[src/rtl/smol_pc_pkg.sv]
`default_nettype none
// ============================================================================
//  Module   : smol_pc_pkg
//  Purpose  : Shared types and constants for the next-PC unit.
//  Revision : 1.0 - initial release
// ============================================================================
package smol_pc_pkg;

    typedef enum logic [2:0] {
        RK_BR   = 3'd0,
        RK_JAL  = 3'd1,
        RK_JALR = 3'd2,
        RK_TRAP = 3'd3,
        RK_XRET = 3'd4
    } redirect_kind_t;

    localparam logic [2:0] STEP_32 = 3'd4;
    localparam logic [2:0] STEP_16 = 3'd2;

endpackage : smol_pc_pkg
`default_nettype wire

[src/rtl/smol_pc_target.sv]
`default_nettype none
// ============================================================================
//  Module   : smol_pc_target
//  Purpose  : Combinational redirect target, take and misalignment decode.
//  Revision : 1.0 - initial release
// ============================================================================
module smol_pc_target
    import smol_pc_pkg::*;
#(
    parameter int XLEN  = 32,
    parameter bit C_EXT = 1'b0
) (
    input  logic                i_redirect_valid,
    input  redirect_kind_t      i_redirect_kind,
    input  logic                i_br_taken,
    input  logic [XLEN-1:0]     i_redirect_pc,
    input  logic [XLEN-1:0]     i_rs1,
    input  logic [XLEN-1:0]     i_imm,
    input  logic [XLEN-1:0]     i_trap_vector,
    input  logic [XLEN-1:0]     i_epc,
    output logic [XLEN-1:0]     o_target,
    output logic                o_take,
    output logic                o_misalign
);

    localparam logic [XLEN-1:0] c_CLR_B0   = ~XLEN'(1);
    localparam logic [XLEN-1:0] c_CLR_B10  = ~XLEN'(3);
    localparam logic [XLEN-1:0] c_XRET_MSK = C_EXT ? c_CLR_B0 : c_CLR_B10;

    logic [XLEN-1:0] w_rel_target;
    logic [XLEN-1:0] w_jalr_target;
    logic [XLEN-1:0] w_target;
    logic            w_is_ctrl;
    logic            w_is_sys;
    logic            w_misalign;

    assign w_rel_target  = i_redirect_pc + i_imm;
    assign w_jalr_target = (i_rs1 + i_imm) & c_CLR_B0;

    // w_is_ctrl marks a transfer that is subject to the alignment check;
    // a not-taken branch never raises it and so is ignored outright.
    always_comb begin
        w_target  = '0;
        w_is_ctrl = 1'b0;
        w_is_sys  = 1'b0;
        case (i_redirect_kind)
            RK_BR: begin
                w_target  = w_rel_target;
                w_is_ctrl = i_br_taken;
            end
            RK_JAL: begin
                w_target  = w_rel_target;
                w_is_ctrl = 1'b1;
            end
            RK_JALR: begin
                w_target  = w_jalr_target;
                w_is_ctrl = 1'b1;
            end
            RK_TRAP: begin
                w_target = i_trap_vector & c_CLR_B10;
                w_is_sys = 1'b1;
            end
            RK_XRET: begin
                w_target = i_epc & c_XRET_MSK;
                w_is_sys = 1'b1;
            end
            default: begin
                w_target  = '0;
                w_is_ctrl = 1'b0;
                w_is_sys  = 1'b0;
            end
        endcase
    end

    assign w_misalign = i_redirect_valid && w_is_ctrl && !C_EXT && w_target[1];

    assign o_target   = w_target;
    assign o_misalign = w_misalign;
    assign o_take     = i_redirect_valid && (w_is_sys || (w_is_ctrl && !w_misalign));

endmodule : smol_pc_target
`default_nettype wire

[src/rtl/smol_pc_unit.sv]
`default_nettype none
// ============================================================================
//  Module   : smol_pc_unit
//  Purpose  : Architectural fetch PC with sequential step and redirects.
//  Revision : 1.0 - initial release
// ============================================================================
module smol_pc_unit
    import smol_pc_pkg::*;
#(
    parameter int              XLEN         = 32,
    parameter logic [XLEN-1:0] RESET_VECTOR = '0,
    parameter bit              C_EXT        = 1'b0
) (
    input  logic                clk,
    input  logic                rst_n,
    input  logic                i_halt,
    input  logic                i_fetch_ready,
    input  logic                i_seq_is_c,
    input  logic                i_redirect_valid,
    input  redirect_kind_t      i_redirect_kind,
    input  logic                i_br_taken,
    input  logic [XLEN-1:0]     i_redirect_pc,
    input  logic                i_redirect_is_c,
    input  logic [XLEN-1:0]     i_rs1,
    input  logic [XLEN-1:0]     i_imm,
    input  logic [XLEN-1:0]     i_trap_vector,
    input  logic [XLEN-1:0]     i_epc,
    output logic [XLEN-1:0]     o_fetch_pc,
    output logic                o_fetch_valid,
    output logic                o_fetch_flush,
    output logic [XLEN-1:0]     o_link_pc,
    output logic                o_misalign_valid,
    output logic [XLEN-1:0]     o_misalign_addr
);

    logic [XLEN-1:0] r_fetch_pc;
    logic            r_fetch_valid;
    logic            r_fetch_flush;
    logic            r_misalign_valid;
    logic [XLEN-1:0] r_misalign_addr;

    logic [XLEN-1:0] w_target;
    logic            w_take;
    logic            w_misalign;
    logic            w_fire;
    logic [XLEN-1:0] w_seq_step;
    logic [XLEN-1:0] w_link_step;

    smol_pc_target #(
        .XLEN  (XLEN),
        .C_EXT (C_EXT)
    ) u_target (
        .i_redirect_valid (i_redirect_valid),
        .i_redirect_kind  (i_redirect_kind),
        .i_br_taken       (i_br_taken),
        .i_redirect_pc    (i_redirect_pc),
        .i_rs1            (i_rs1),
        .i_imm            (i_imm),
        .i_trap_vector    (i_trap_vector),
        .i_epc            (i_epc),
        .o_target         (w_target),
        .o_take           (w_take),
        .o_misalign       (w_misalign)
    );

    assign w_fire      = r_fetch_valid && i_fetch_ready;
    assign w_seq_step  = (C_EXT && i_seq_is_c)      ? XLEN'(STEP_16) : XLEN'(STEP_32);
    assign w_link_step = (C_EXT && i_redirect_is_c) ? XLEN'(STEP_16) : XLEN'(STEP_32);

    // A redirect takes precedence over a handshake in the same cycle, so the
    // sequential increment is simply dropped.
    always_ff @(posedge clk or negedge rst_n) begin
        if (!rst_n) begin
            r_fetch_pc       <= RESET_VECTOR;
            r_fetch_valid    <= 1'b0;
            r_fetch_flush    <= 1'b0;
            r_misalign_valid <= 1'b0;
            r_misalign_addr  <= '0;
        end else begin
            r_fetch_valid    <= !i_halt;
            r_fetch_flush    <= w_take;
            r_misalign_valid <= w_misalign;
            if (w_misalign) begin
                r_misalign_addr <= w_target;
            end
            if (w_take) begin
                r_fetch_pc <= w_target;
            end else if (w_fire) begin
                r_fetch_pc <= r_fetch_pc + w_seq_step;
            end
        end
    end

    assign o_fetch_pc       = r_fetch_pc;
    assign o_fetch_valid    = r_fetch_valid;
    assign o_fetch_flush    = r_fetch_flush;
    assign o_link_pc        = i_redirect_pc + w_link_step;
    assign o_misalign_valid = r_misalign_valid;
    assign o_misalign_addr  = r_misalign_addr;

endmodule : smol_pc_unit
`default_nettype wire

[config.mk]
export PLATFORM = sky130hd
export DESIGN_NAME = smol_pc_unit
export DESIGN_NICKNAME = d
export VERILOG_FILES = /design/src/rtl/smol_pc_pkg.sv /design/src/rtl/smol_pc_target.sv /design/src/rtl/smol_pc_unit.sv
export SDC_FILE = /design/constraint.sdc
export NUM_CORES = 1
export LEC_CHECK = 0
export ABC_AREA = 1
export CAP_MARGIN = 20
export CORE_ASPECT_RATIO = 0.8
export CORE_MARGIN = 10
export CORE_UTILIZATION = 44
export DETAILED_ROUTE_END_ITERATION = 6
export PLACE_DENSITY = 0.75
export SLEW_MARGIN = 20
export SYNTH_ARGS = -nofsm -noshare
export SYNTH_HDL_FRONTEND = slang
export SYNTH_SLANG_ARGS = --single-unit
[constraint.sdc]
create_clock -name clk -period 1.6 [get_ports clk]
set_input_delay 0.16 -clock clk [delete_from_list [all_inputs] [get_ports clk]]
set_output_delay 0.16 -clock clk [all_outputs]
set_load 0.005 [all_outputs]
==> results of run 1 <==
cell families after synthesis:
family	count (synthesis)	share of synthesized area
and+or+nand+nor	978	0.4639
buffers and inverters	287	0.1196
AOI/OAI and AO/OA	182	0.1065
DFF	67	0.1793
adders and majority gates	65	0.08856
xor gates and xnor gates	45	0.04214
metrics by stage:
step	worst slack, ns	area, sq um	utilization	instances	hold WS, ns
after floorplan	-0.1579	9604	-	1624	-0.1356
after global placement	-1.168	14730	0.7074	2425	0.1238
after detailed placement	-1.227	14730	0.7074	2425	0.1307
after CTS	-0.3072	17790	0.8546	2510	0.3044
per-layer routing:
layer  track usage  overflow
met1        0.7339        13
met2        0.8928        88
met3        0.7139        10
met4        0.7718        75
met5        0.4719         0
what timing repair did:
item | 4_1_cts
hold buffers | 1
setup buffers | 63
endpoints found under the hold margin | 16
cloned | 7
gates resized for setup | 809
pin swaps | 243
setup endpoints to repair | 99
==> impl_metrics.yaml, run 1 <==
run_status:
  outcome: "aborted with a tool error"
  haltStage: "global routing (5_1_grt)"
  firstError: "[ERROR GRT-0232] Routing congestion too high. Check the congestion heatmap in the GUI."
logic_synthesis:
  synth_edf_count: 0
  avgSynthCellArea_sq_um: 5.759
  seq_area_frac_synth: 0.1793
  synthTopCellsByCount: "nand2_1, inv_1, nor2_1"
  synthCells: 1624
  yosys.area.top_type: "nand2_1"
  synth_top_area_share: 0.2111
  async_flop_share: 1.000
  synth.distinct_cells: 51
  ys.warnings.count: 0
  syn_area_sq_um: 9353
  syn-num-nets: 1860
  synthMostInstantiatedCell: "nand2_1"
  yosys-top-cells-area: "nand2_1, dfrtp_1, inv_1"
  synth-seq-cells: 67
  synth_flop_cell: "dfrtp_1"
floorplan:
  die_h_microns: 150.4
  fp.dieW_microns: 183.0
  io-pin-count: 270
  start_util: 0.4493
  rows: 47
clock_tree:
  cts_htree_levels: 3
  clock_path_buffers: 2
  cts_num_sinks: 67
  numCtsBuffers: 9
  clock-root-buffer: "clkbuf_16"
grt:
  grt_max_degree: 27
  grt-ovfl-total: 186
  grt_use_total: 0.7713
  antenna_found_initial: 13
place:
  gp_congestion: 1.002
  io_buffers: 263
  hpwl_microns: 35730
timing:
  endpoint_type: "primary output"
  worstEndpointGrtRepair: "o_link_pc[28]"
==> inputs of run 2 (changes only) <==
CORE_ASPECT_RATIO = unset   (was 0.8)
CORE_UTILIZATION = 29   (was 44)
PLACE_DENSITY = unset   (was 0.75)
PLACE_DENSITY_LB_ADDON = 0.15   (was unset)
clock period = 2.1 ns   (was 1.6 ns; I/O delays follow)
==> impl_metrics.yaml, run 2 <==
grt:
  antenna_found_initial: 4
  grt_max_degree: 68
  grt_pass1_vias: 12280
  grt_pass1_wl_microns: 68610
  grt-ovfl-total: 0
  grt_use_total: 0.2190
logic_synthesis:
  avgSynthCellArea_sq_um: 5.759
  synth-seq-cells: 67
  synth.distinct_cells: 51
  synthCells: 1624
  ys.warnings.count: 0
  synthTopCellsByCount: "nand2_1, inv_1, nor2_1"
  synth_flop_cell: "dfrtp_1"
  syn_area_sq_um: 9353
  synth_top_area_share: 0.2111
  seq_area_frac_synth: 0.1793
  async_flop_share: 1.000
  synthMostInstantiatedCell: "nand2_1"
  yosys.area.top_type: "nand2_1"
  yosys-top-cells-area: "nand2_1, dfrtp_1, inv_1"
  syn-num-nets: 1860
  synth_edf_count: 0
clock_tree:
  clk_pin_slew_worst_paths_ns: 0.07
  numCtsBuffers: 9
  insertion_delay_ns: 0.34
  clock-root-buffer: "clkbuf_16"
  cts_num_sinks: 67
  cts_tree: "yes"
  cts_htree_levels: 3
  clock_path_buffers: 2
min_path:
  min_path_type: "in2reg"
  min_path_cells: 2
setup_path:
  cpPeakStageDelay_ns: 0.55
  crit_fanout: 4
  path_cells: "clkdlybuf4s50_1 > buf_4 > nand3_1 > nor4_2 > nand2_1 > xnor2_1 > dlygate4sd2_1"
  timing_worst_setup_path_type: "in2out"
  crit_arrival_ns: 1.84
  slowest_stage: "clkdlybuf4s50_1"
  cp.required_ns: 1.89
  cp-start-kind: "primary input"
  crit_path_end_kind: "output pin"
  rr_worst_depth: 13
layout:
  synthToLayoutAreaGrowth_pct: 74.14
  fin_cells: 2569
  postLayoutCellArea_sq_um: 16290
  layout_commonest_cell: "nand2_1"
  layout.nets: 2395
  drive_above_1_share: 0.2754
  layout_common_cells: "nand2_1, buf_4, inv_1"
drt:
  drt_pass1_iterations: 5
  post_drt_wl_per_cell_microns: 17.59
  wirelength_microns: 45180
  ant_nets: 0
  route.vias.total: 12340
  drc: 0
  avgViaCountPerCell: 4.801
  drtIter0Drc: 666
timing:
  slew_violations: 0
  rsz0062_at_grt: "yes"
  fin_skew_ns: 0.01073
  setup_viol: 0
  hold_viol: 0
  tightest_slew_ns: 0.4441
  finalCriticalPeriod_ns: 2.052
  layout_setup_ws_ns: 0.04833
  hold_slack_ns: 0.3402
  final.period_utilization: 0.9770
  maxSlewHeadroom: 0.7026
  max_freq_mhz: 487.4
floorplan:
  io-pin-count: 270
  fp.dieW_microns: 199.6
  die_h_microns: 199.6
  die-area_sq_um: 39830
  rows: 65
  start_util: 0.2949
  core_area_sq_um: 31720
power:
  leakage_nw: 8.146
  vdd_drop_max_uv: 513.7
  p_per_area_nw_per_um2: 512.0
run:
  drv_cap: 0
place:
  gp_congestion: 0.9170
  placed_cell_area_sq_um: 14470
  dpl.cell_count: 2528
  hpwl_microns: 38570
  io_buffers: 263
  dpl_worst_slack_ns: -0.8363
run_status:
  outcome: "complete, no violations"
==> run 2: worst paths after layout <==
| kind | start | to | slack, ns |
|---|---|---|---|
| min in group asynchronous | rst_n | o_fetch_pc[18] | 0.40 |
| max reg2reg | o_fetch_pc[2] | o_fetch_pc[24] | 0.09 |
| min | i_halt | o_fetch_valid | 0.34 |
| min reg2reg | o_misalign_addr[8] | o_misalign_addr[8] | 0.48 |
| max | i_redirect_pc[25] | o_link_pc[30] | 0.05 |
| max in group asynchronous | rst_n | o_fetch_pc[28] | 1.37 |
==> run 2: critical path: cells and delay by family <==
family	cells	cell delay, ns
xor gates and xnor gates	1	0.13
and+or+nand+nor	3	0.52
buffers and inverters	3	0.98
==> run 2: metrics by stage <==
| step | utilization | setup TNS (ns) | power (W) |
|---|---|---|---|
| 6_report | 0.5135 | 0 | 0.008338 |
| 5_1_grt | 0.5134 | -0.2095 | 0.008901 |
| 2_1_floorplan | - | 0 | 0.003755 |
| 3_5_place_dp | 0.4561 | -48.44 | 0.006347 |
| 3_3_place_gp | 0.4561 | -46.74 | 0.006322 |
| 4_1_cts | 0.4927 | -0.03050 | 0.008184 |
==> run 2: layer usage <==
metal / global-route usage / wire length (microns)
met1: 0.2794 / 20230
met3: 0.02960 / 2288
met5: 0 / 8
met2: 0.3868 / 21870
met4: 0.03758 / 780
==> run 2: cell families after synthesis <==
kind of cell / share of synthesized area
DFF: 0.1793
and+or+nand+nor: 0.4639
AOI/OAI and AO/OA: 0.1065
buffers and inverters: 0.1196
adders and majority gates: 0.08856
xor gates and xnor gates: 0.04214
==> run 2: power breakdown <==
group | switching, W | internal, W
clock network | 0.000657 | 0.000940
logic | 0.00240 | 0.00240
registers | 0.000307 | 0.00163
==> run 2: layout make-up <==
type | instances | area [sq um]
flip-flops and latches | 67 | 1677
fillers | 3295 | 15430
multi-input cells | 1270 | 7971
diodes | 3 | 7.507
inverters | 256 | 963.4
repair buffers | 555 | 4857
well taps | 402 | 503.0
clock inverters | 7 | 82.58
clock buffers | 9 | 225.2
==> run 2: repair_timing <==
| item | CTS | global route |
|---|---|---|
| endpoints found under the setup margin | 80 | 65 |
| resized for setup | 241 | 166 |
| hold endpoints to repair | 67 | 0 |
| setup buffers | 11 | 10 |
| hold buffers | 1 | 0 |
| pin swaps | 42 | 48 |
(Power assumes the default switching activity.)
==> inputs of run 3 (changes only) <==
CORE_UTILIZATION = 67   (was 29)
DONT_BUFFER_PORTS = 1   (was unset)
==> impl_metrics.yaml, run 3 (same netlist as run 2, synthesis figures left out) <==
timing:
  max_freq_mhz: 481.4
  hold_viol: 0
  hold_slack_ns: 0.2229
  tightest_slew_ns: 0.5736
  maxSlewHeadroom: 0.6171
  fin_skew_ns: 0.008857
  finalCriticalPeriod_ns: 2.077
  layout_setup_ws_ns: 0.02290
  setup_viol: 0
  final.period_utilization: 0.9891
  rsz0062_at_grt: "yes"
  slew_violations: 0
clock_tree:
  insertion_delay_ns: 0.34
  cts_tree: "yes"
  numCtsBuffers: 9
  clk_pin_slew_worst_paths_ns: 0.06
  cts_htree_levels: 3
  clock_path_buffers: 2
  cts_num_sinks: 67
  clock-root-buffer: "clkbuf_16"
setup_path:
  crit_path_end_kind: "flop"
  r2r_start: "o_fetch_pc[3]"
  cp-start-kind: "flop"
  rr_worst_depth: 12
  startpoint: "o_fetch_pc[3]"
  slowest_stage: "dfrtp_1"
  crit_arrival_ns: 2.30
  crit_family: "simple AND/OR/NAND/NOR gates"
  crit_fanout: 7
  cpPeakStageDelay_ns: 0.41
  timing_worst_setup_path_type: "reg2reg"
  cp_num_buf_inv: 0
  cp.required_ns: 2.32
  reg2reg_slack_ns: 0.02
  path_cells: "ha_2 > nand2_2 > nor2_2 > nand4_2 > nor2_4 > nand2_2 > nor2_4 > nand2_4 > nor2_8 > nand4_1 > a21oi_2 > nor2_1"
  worstReg2RegEnd: "o_fetch_pc[30]"
  path_depth: 12
  crit_end: "o_fetch_pc[30]"
grt:
  grt_pass1_vias: 10650
  grt_max_degree: 68
  antenna_found_initial: 0
  busiest_layer: "met2"
  grt_util_met2: 0.5891
  grt_use_total: 0.3570
  grt-ovfl-total: 0
  grt_use_met1: 0.4037
  met3_usage: 0.09623
  grt_pass1_wl_microns: 56570
layout:
  layout.nets: 1927
  drive_above_1_share: 0.09670
  layout_commonest_cell: "nand2_1"
  diodes: 0
  layout_common_cells: "nand2_1, inv_1, nor2_1"
  postLayoutCellArea_sq_um: 10460
  synthToLayoutAreaGrowth_pct: 11.81
place:
  gp_congestion: 0.9916
  dpl_worst_slack_ns: -0.1494
  placed_cell_area_sq_um: 10010
  io_buffers: 0
  hpwl_microns: 29950
drt:
  wirelength_microns: 36600
  avgViaCountPerCell: 6.043
  drt_pass1_iterations: 7
  post_drt_wl_per_cell_microns: 19.51
  route.vias.total: 11340
  drc: 6
  ant_nets: 0
  drtIter0Drc: 1344
min_path:
  min_path_type: "in2reg"
floorplan:
  die-area_sq_um: 19090
  rows: 43
  core_area_sq_um: 13770
  fp.dieW_microns: 138.2
  die_h_microns: 138.2
  io-pin-count: 270
  start_util: 0.6791
run:
  drv_cap: 0
power:
  p_per_area_nw_per_um2: 618.8
  leakage_nw: 5.660
  vdd_drop_max_uv: 423.9
run_status:
  violations: "DRC"
  outcome: "finished with violations"
-- run 3: changes by cell type in the layout (fill, tap and decap cells not counted), sizes merged --
cell	before	now
clkdlybuf4s15	2	0
clkdlybuf4s50	182	0
dlygate4sd2	31	0
dlygate4sd3	1	2
dlymetal6s2s	22	0
diode	3	0
buf	303	85
clkbuf	23	9
-- run 3: layout make-up --
| type | instances | area [sq um] |
|---|---|---|
| well taps | 180 | 225.2 |
| multi-input cells | 1270 | 6596 |
| flip-flops and latches | 67 | 1677 |
| repair buffers | 87 | 690.7 |
| inverters | 256 | 960.9 |
| clock inverters | 7 | 82.58 |
| clock buffers | 9 | 225.2 |
| fillers | 1167 | 3316 |
-- run 3: metal layers --
metal,vias up,share of wire
met3,175,0.12
met1,5050,0.36
met5,-,0
met2,767,0.46
li1,5345,-
met4,0,0.065
-- run 3: worst register-to-register path: stages (launching register included) --
cell and delay, ns:
dfrtp_1 0.41, ha_2 0.22, nand2_2 0.08, nor2_2 0.09, nand4_2 0.11, nor2_4 0.15
nand2_2 0.09, nor2_4 0.18, nand2_4 0.09, nor2_8 0.14, nand4_1 0.11, a21oi_2 0.23
nor2_1 0.08
-- run 3: through the flow --
step,setup TNS [ns],utilization,power (W),instances
after floorplan,0,-,0.003755,1624
after global placement,-0.2437,0.7268,0.004631,1850
after detailed placement,-1.169,0.7268,0.004726,1850
after CTS,0,0.7529,0.006352,1869
after global routing,-0.1946,0.7593,0.006842,1876
final,0,0.7593,0.006471,1876
-- run 3: how the worst min path moves through the flow --
stage / start / endpoint / slack [ns] / cells after the start
finish: i_redirect_valid / o_misalign_valid / 0.22 / 3
global route: i_epc[9] / o_misalign_addr[9] / 0.25 / 4
CTS: i_trap_vector[3] / o_misalign_addr[3] / 0.21 / 4
detailed placement: rst_n / o_misalign_valid / -0.08 / 0
global placement: rst_n / o_misalign_valid / -0.08 / 0
floorplan: rst_n / o_fetch_flush / -0.09 / 0
-- run 3: report_power, final --
part	internal, W	total [W]	switching [W]
clock	0.000940	0.00156	0.000624
sequential	0.00163	0.00204	0.000407
combinational	0.00104	0.00287	0.00183
-- run 3: repair_timing --
item,4_1_cts,5_1_grt
gates resized for setup,1,9
hold buffers,3,0
endpoints found under the setup margin,1,11
hold endpoints to repair,68,0
buffers inserted,0,7
pin swaps,0,8
==> inputs of run 4 (changes only) <==
CTS_CLUSTER_SIZE = 10   (was unset)
==> results of run 4 <==
No change in the layout: final DEF, timing and power equal those of run 3.
